===== config.mk =====
export PLATFORM = sky130hd
export DESIGN_NAME = sp_ram_arbiter
export DESIGN_NICKNAME = d
export VERILOG_FILES = /design/src/rtl/sp_ram_arb_pkg.sv /design/src/rtl/sp_ram_arbiter_rr_arb_2.sv /design/src/rtl/sp_ram_arbiter.sv
export SDC_FILE = /design/constraint.sdc
export NUM_CORES = 1
export LEC_CHECK = 0
export BUFFER_PORTS_ARGS = -buffer_cell sky130_fd_sc_hd__clkbuf_2
export CORE_MARGIN = 3
export CORE_UTILIZATION = 44
export CTS_CLUSTER_DIAMETER = 30
export CTS_CLUSTER_SIZE = 16
export DETAILED_ROUTE_END_ITERATION = 10
export PLACE_DENSITY_LB_ADDON = 0.15
export SLEW_MARGIN = 25
export SYNTH_ARGS = -nofsm -noshare
export SYNTH_HDL_FRONTEND = slang
export SYNTH_SLANG_ARGS = --single-unit

===== constraint.sdc =====
create_clock -name clk -period 2.6 [get_ports clk]
set_input_delay 0.52 -clock clk [delete_from_list [all_inputs] [get_ports clk]]
set_output_delay 0.52 -clock clk [all_outputs]
set_load 0.05 [all_outputs]

===== src/rtl/sp_ram_arb_pkg.sv =====
// -----------------------------------------------------------------------------
// sp_ram_arb_pkg
// Shared constants and types for the two-master single-port RAM arbiter.
//   NUM_MASTERS : number of requesting masters (core data port + debug port)
//   M_CORE      : master index of the core data port
//   M_DBG       : master index of the debug/loader port
//   resp_t      : response pipeline entry captured on the grant cycle
// -----------------------------------------------------------------------------
package sp_ram_arb_pkg;

    localparam int   NUM_MASTERS = 2;
    localparam logic M_CORE      = 1'b0;
    localparam logic M_DBG       = 1'b1;

    // One in-flight response: issued on the grant cycle, presented the next.
    typedef struct packed {
        logic valid;   // a transaction was granted
        logic idx;     // which master owns the response
        logic err;     // address was outside the RAM window
        logic we;      // transaction was a write (no read data returned)
    } resp_t;

endpackage


===== src/rtl/sp_ram_arbiter_rr_arb_2.sv =====
// -----------------------------------------------------------------------------
// rr_arb_2
// Two-input round-robin arbiter. The grant is combinational from the request
// vector and the last-winner register; on contention the master that did not
// win last time is chosen. Grants are suppressed while reset is asserted.
// Ports:
//   clk    : clock, rising edge
//   rst_i  : synchronous active-high reset (last winner resets to master 1)
//   i_req  : per-master request
//   o_gnt  : one-hot or zero grant
//   o_idx  : index of the granted master (meaningful only when o_gnt != 0)
// -----------------------------------------------------------------------------
module rr_arb_2 (
    input  logic       clk,
    input  logic       rst_i,
    input  logic [1:0] i_req,
    output logic [1:0] o_gnt,
    output logic       o_idx
);

    logic       r_last;
    logic [1:0] w_gnt;

    always_comb begin
        w_gnt = 2'b00;
        if (!rst_i) begin
            case (i_req)
                2'b01:   w_gnt = 2'b01;
                2'b10:   w_gnt = 2'b10;
                // Contention: favour whichever master lost last time.
                2'b11:   w_gnt = r_last ? 2'b01 : 2'b10;
                default: w_gnt = 2'b00;
            endcase
        end
    end

    assign o_gnt = w_gnt;
    assign o_idx = w_gnt[1];

    // Resetting to master 1 makes master 0 win the first contention.
    always_ff @(posedge clk) begin
        if (rst_i) begin
            r_last <= 1'b1;
        end else if (|w_gnt) begin
            r_last <= w_gnt[1];
        end
    end

endmodule


===== src/rtl/sp_ram_arbiter.sv =====
// -----------------------------------------------------------------------------
// sp_ram_arbiter
// Round-robin arbiter between the core data port (master 0) and the
// debug/loader port (master 1) in front of a single-port RAM wrapper.
// One transaction per cycle; the response (rvalid/rdata/err) appears in the
// cycle after the grant. Addresses outside [RAM_BASE, RAM_BASE+RAM_SIZE) never
// reach the RAM and complete with an error response.
// Ports:
//   clk, rst_i              : clock / synchronous active-high reset
//   m_req_i, m_addr_i,
//   m_we_i, m_be_i,
//   m_wdata_i               : per-master request (held stable until granted)
//   m_gnt_o                 : combinational grant, one-hot or zero
//   m_rvalid_o              : per-master response valid, one cycle after grant
//   m_rdata_o, m_err_o      : shared response data / error, qualified by rvalid
//   ram_en_o, ram_addr_o,
//   ram_we_o, ram_be_o,
//   ram_wdata_o             : RAM wrapper command (address word aligned)
//   ram_rdata_i             : RAM read data, valid the cycle after ram_en_o
// -----------------------------------------------------------------------------
module sp_ram_arbiter
    import sp_ram_arb_pkg::*;
#(
    parameter int          RAM_SIZE   = 32768,
    parameter int          ADDR_WIDTH = $clog2(RAM_SIZE),
    parameter logic [31:0] RAM_BASE   = 32'h0010_0000
) (
    input  logic                        clk,
    input  logic                        rst_i,
    input  logic [NUM_MASTERS-1:0]      m_req_i,
    input  logic [NUM_MASTERS-1:0][31:0] m_addr_i,
    input  logic [NUM_MASTERS-1:0]      m_we_i,
    input  logic [NUM_MASTERS-1:0][3:0] m_be_i,
    input  logic [NUM_MASTERS-1:0][31:0] m_wdata_i,
    output logic [NUM_MASTERS-1:0]      m_gnt_o,
    output logic [NUM_MASTERS-1:0]      m_rvalid_o,
    output logic [31:0]                 m_rdata_o,
    output logic                        m_err_o,
    output logic                        ram_en_o,
    output logic [ADDR_WIDTH-1:0]       ram_addr_o,
    output logic                        ram_we_o,
    output logic [3:0]                  ram_be_o,
    output logic [31:0]                 ram_wdata_o,
    input  logic [31:0]                 ram_rdata_i
);

    // ---------------------------------------------------------------------
    // Arbitration
    // ---------------------------------------------------------------------
    logic [NUM_MASTERS-1:0] w_gnt;
    logic                   w_idx;
    logic                   w_any_gnt;

    rr_arb_2 u_rr_arb (
        .clk   (clk),
        .rst_i (rst_i),
        .i_req (m_req_i),
        .o_gnt (w_gnt),
        .o_idx (w_idx)
    );

    assign m_gnt_o   = w_gnt;
    assign w_any_gnt = |w_gnt;

    // ---------------------------------------------------------------------
    // Per-master range check. The subtraction wraps, so addresses below
    // RAM_BASE become huge offsets and fail the single unsigned compare.
    // ---------------------------------------------------------------------
    logic [31:0]           w_off      [NUM_MASTERS];
    logic                  w_in_range [NUM_MASTERS];
    logic [ADDR_WIDTH-1:0] w_ram_addr [NUM_MASTERS];

    for (genvar gi = 0; gi < NUM_MASTERS; gi++) begin : g_range
        assign w_off[gi]      = m_addr_i[gi] - RAM_BASE;
        assign w_in_range[gi] = (w_off[gi] < 32'(RAM_SIZE));
        assign w_ram_addr[gi] = w_off[gi][ADDR_WIDTH-1:0] & ~ADDR_WIDTH'(3);
    end

    // ---------------------------------------------------------------------
    // Request mux towards the RAM wrapper
    // ---------------------------------------------------------------------
    logic                  w_sel_in_range;
    logic                  w_hit;
    logic [ADDR_WIDTH-1:0] r_addr_hold;
    logic [31:0]           r_wdata_hold;

    assign w_sel_in_range = w_in_range[w_idx];
    assign w_hit          = w_any_gnt & w_sel_in_range;

    assign ram_en_o    = w_hit;
    assign ram_we_o    = w_hit & m_we_i[w_idx];
    assign ram_be_o    = w_hit ? m_be_i[w_idx] : 4'b0000;
    // Address/data keep their last driven value when idle so the RAM pins
    // do not toggle needlessly; they read as zero while reset is held.
    assign ram_addr_o  = rst_i ? '0    : (w_hit ? w_ram_addr[w_idx] : r_addr_hold);
    assign ram_wdata_o = rst_i ? 32'h0 : (w_hit ? m_wdata_i[w_idx]  : r_wdata_hold);

    always_ff @(posedge clk) begin
        if (rst_i) begin
            r_addr_hold  <= '0;
            r_wdata_hold <= 32'h0;
        end else if (w_hit) begin
            r_addr_hold  <= w_ram_addr[w_idx];
            r_wdata_hold <= m_wdata_i[w_idx];
        end
    end

    // ---------------------------------------------------------------------
    // Response pipeline (one stage) and read-data hold register
    // ---------------------------------------------------------------------
    resp_t       r_resp;
    logic [31:0] w_resp_data;
    logic [31:0] r_rdata_hold;

    always_ff @(posedge clk) begin
        if (rst_i) begin
            r_resp <= '0;
        end else begin
            r_resp.valid <= w_any_gnt;
            r_resp.idx   <= w_idx;
            r_resp.err   <= ~w_sel_in_range;
            r_resp.we    <= m_we_i[w_idx];
        end
    end

    // Only in-range reads return RAM data; writes and errors return zero.
    assign w_resp_data = (r_resp.valid && !r_resp.err && !r_resp.we) ? ram_rdata_i : 32'h0;

    always_ff @(posedge clk) begin
        if (rst_i) begin
            r_rdata_hold <= 32'h0;
        end else if (r_resp.valid) begin
            r_rdata_hold <= w_resp_data;
        end
    end

    // Reset in the response cycle drops the pending response outright.
    for (genvar gi = 0; gi < NUM_MASTERS; gi++) begin : g_rvalid
        assign m_rvalid_o[gi] = ~rst_i & r_resp.valid & (r_resp.idx == 1'(gi));
    end

    assign m_rdata_o = rst_i ? 32'h0 : (r_resp.valid ? w_resp_data : r_rdata_hold);
    assign m_err_o   = ~rst_i & r_resp.valid & r_resp.err;

endmodule

==> flow_summary.toml <==
[logic_synthesis]
synth.distinct_cells = 35
synthSimpleGateAreaFrac = 0.253
yosysTopAreaCell = "dfxtp_1"
yosysSeqAreaShare = 0.386
synthMuxAreaShare = 0.153
async_flop_share = 0
synthTopCellsByCount = "dfxtp_1 (84), a21oi_1 (81), nor2b_1 (79)"
yosysWarningCount = 0
synth_compound_area_frac = 0.158
synth_top_cell_area_share = 0.386
synth_edf_count = 0
syn_avg_cell_area_um2 = 8.57
syn_inst = 509
synth_fp_nets = 683
synth_top_family_by_area = "simple AND/OR/NAND/NOR gates"
ys.flop_type = "dfxtp_1"
ys_ff_latch = 84
synthTopCellsByArea = "dfxtp_1 (39%), mux2_4 (14%), nor2b_1 (11%)"
synth.most_common_cell = "dfxtp_1"
yosys.area_share.adder = 0
netlist_area_mm2 = 0.00436
synthXorXnorAreaFrac = 0.00201

[grt]
grt_pass1_vias = 4459
grt_pass1_wl_um = 21900
grt.overflow.total = 0
antenna_found_initial = 0
grt_util_all_layers = 0.242
grt_max_degree = 60

[critical_path]
reg2reg_from = "u_rr_arb.r_last"
worstPathRequired_ns = 2.08
critPathBufInv = 4
rrSetupSlack_ns = 0.67
cp_max_fo = 7
critical-path-slowest-cell = "or4_4"
endpoint_kind = "output pin"
critical_path_depth = 8
r2r.worst_path.cells = 8
crit_type = "primary input to output pin"
worstPathCellList = "clkbuf_2, or4_4, nor2_4, a32oi_4, buf_12, clkbuf_16, mux2_4, buf_8"
worstPathArrival_ns = 2.25
critPathMaxStageDelay_ns = 0.56
r2r-end = "r_wdata_hold[23]"
crit_family = "simple AND/OR/NAND/NOR gates"
startpoint_type = "primary input"
crit_end = "ram_wdata_o[5]"
worstSetupStartpoint = "m_addr_i[54]"

[clock_network]
clkTransAtPathRegs_ns = 0.08
clockBufferDepth = 2
clk_latency_ns = 0.35
cts_made_buffers = 9
cts_sinks = 84
cts_max_level = 3
root_buffer = "clkbuf_8"
tritoncts = "done"

[routing]
vias_per_cell = 5.15
wl_per_cell_um = 15.7
drtIter0Drc = 207
drt-total-wl_um = 14300
drcViolationCount = 0
drt-pass1-iter-count = 4
antenna_left = 0
vias = 4688

[timing]
fin_setup_tns_ns = -7.11
fin_crit_sh = 1.07
final.setup.worst_slack_ns = -0.175
hold_violations = 0
slew-limit-headroom = 0.611
setup_viol = 53
min_period_ns = 2.77
finClkSkew_ns = 0.0128
grt_setup_unrepaired = "yes"
worstMarginPinSlew_ns = 0.583
max_freq_ghz = 0.360
hold-worst-slack_ns = 0.431
finalMaxSlewViolations = 0

[cells_and_area]
drive_above_1_share = 0.497
fillers = 694
diodes = 0
regArea_mm2 = 0.00168
fin_util = 0.756
syn_to_final_growth_pct = 63.2
multi_input_area_mm2 = 0.00263
final_area_mm2 = 0.00712
final_nets = 950

[min_path]
hold_class = "primary input to flop"
hp-start = "m_req_i[0]"

[outcome]
violations = "negative setup slack"
run_status = "finished, violations left"

[floorplanning]
ios = 264
die_height_um = 106
die_x_um = 106
core-area_mm2 = 0.00942
die_area_mm2 = 0.0111
start_util = 0.463
rows = 35

[placement]
gp_congestion = 0.833
dpl-instance-area_mm2 = 0.00608
dp_hpwl_um = 9940
io_buffers = 259

[power_and_ir_drop]
total_power_mw = 2.72
leakage_nw = 3.37
power_density_mw_per_mm2 = 381
vdd_drop_max_v = 0.000284

[flow_run]
drv_cap = 0
## what timing repair did
action	4_1_cts	5_1_grt
pin swaps	2	9
resized for setup	106	69
setup endpoints to repair	51	53
setup buffers	3	7
gates cloned	2	3
hold buffers	0	0
## stage by stage
step,setup WS [ns],std cells
2_1_floorplan,-0.152,509
3_3_place_gp,-0.227,879
3_5_place_dp,-0.216,879
4_1_cts,-0.168,900
5_1_grt,-0.201,910
6_report,-0.175,910
## routing by layer
metal / track usage / up-vias / routed length, um
met5: 0 / - / 0
met4: 0.0796 / 0 / 324
met3: 0.0612 / 32 / 992
met2: 0.430 / 196 / 7480
met1: 0.282 / 2170 / 5470
li1: - / 2290 / -
## worst min-delay path by stage
stage                     slack (ns)  depth (start not counted)               to
after global placement          0.50                          1   r_addr_hold[0]
final                           0.43                          3        r_resp[3]
after CTS                       0.41                          3        r_resp[3]
after global routing            0.44                          3        r_resp[3]
after floorplan                 0.50                          2  u_rr_arb.r_last
after detailed placement        0.51                          1   r_addr_hold[0]
## tightest hold or removal path, stage by stage
cell and delay [ns]:
clkbuf_2 0.11, nor2_1 0.04, nor2_1 0.07
## where the power goes
group	switching, mW	total (mW)	internal [mW]
Sequential	0.00631	1.31	1.31
Clock	0.493	0.903	0.410
Combinational	0.293	0.500	0.207
Total	0.793	2.72	1.92
## registers in the layout (all words and copies together) (netlist names)
register and cells:
r_rdata_hold 32, r_wdata_hold 32, r_addr_hold 15, r_resp 4, u_rr_arb.r_last 1
## cells by family after synthesis
family / count (synthesis)
AND/OR/NAND/NOR: 200
AO/OA/AOI/OAI: 131
flip-flops: 84
buffers and inverters: 47
multiplexers: 46
XOR/XNOR: 1
## layout make-up
cell class / count / share of cell area
multi-input combinational: 378 / 0.370
timing repair buffer: 300 / 0.342
sequential: 84 / 0.236
tap: 129 / 0.0227
clock buffer: 11 / 0.0213
clock inverter: 5 / 0.00598
inverter: 3 / 0.00158
## layout by cell type, fill, tap and decap left out, drive strengths merged, types with 3 or more instances in the layout
cell type,synthesis,layout
nor2b,79,79
nor2,41,41
dfxtp,84,84
clkbuf,32,215
o21ai,45,45
mux2,45,45
nor3b,5,5
a21oi,81,81
or4,3,3
buf,12,96
nor4,5,5
nand2,11,11
nand3,46,46
inv,3,5
Power figures use the tool's default switching activity.
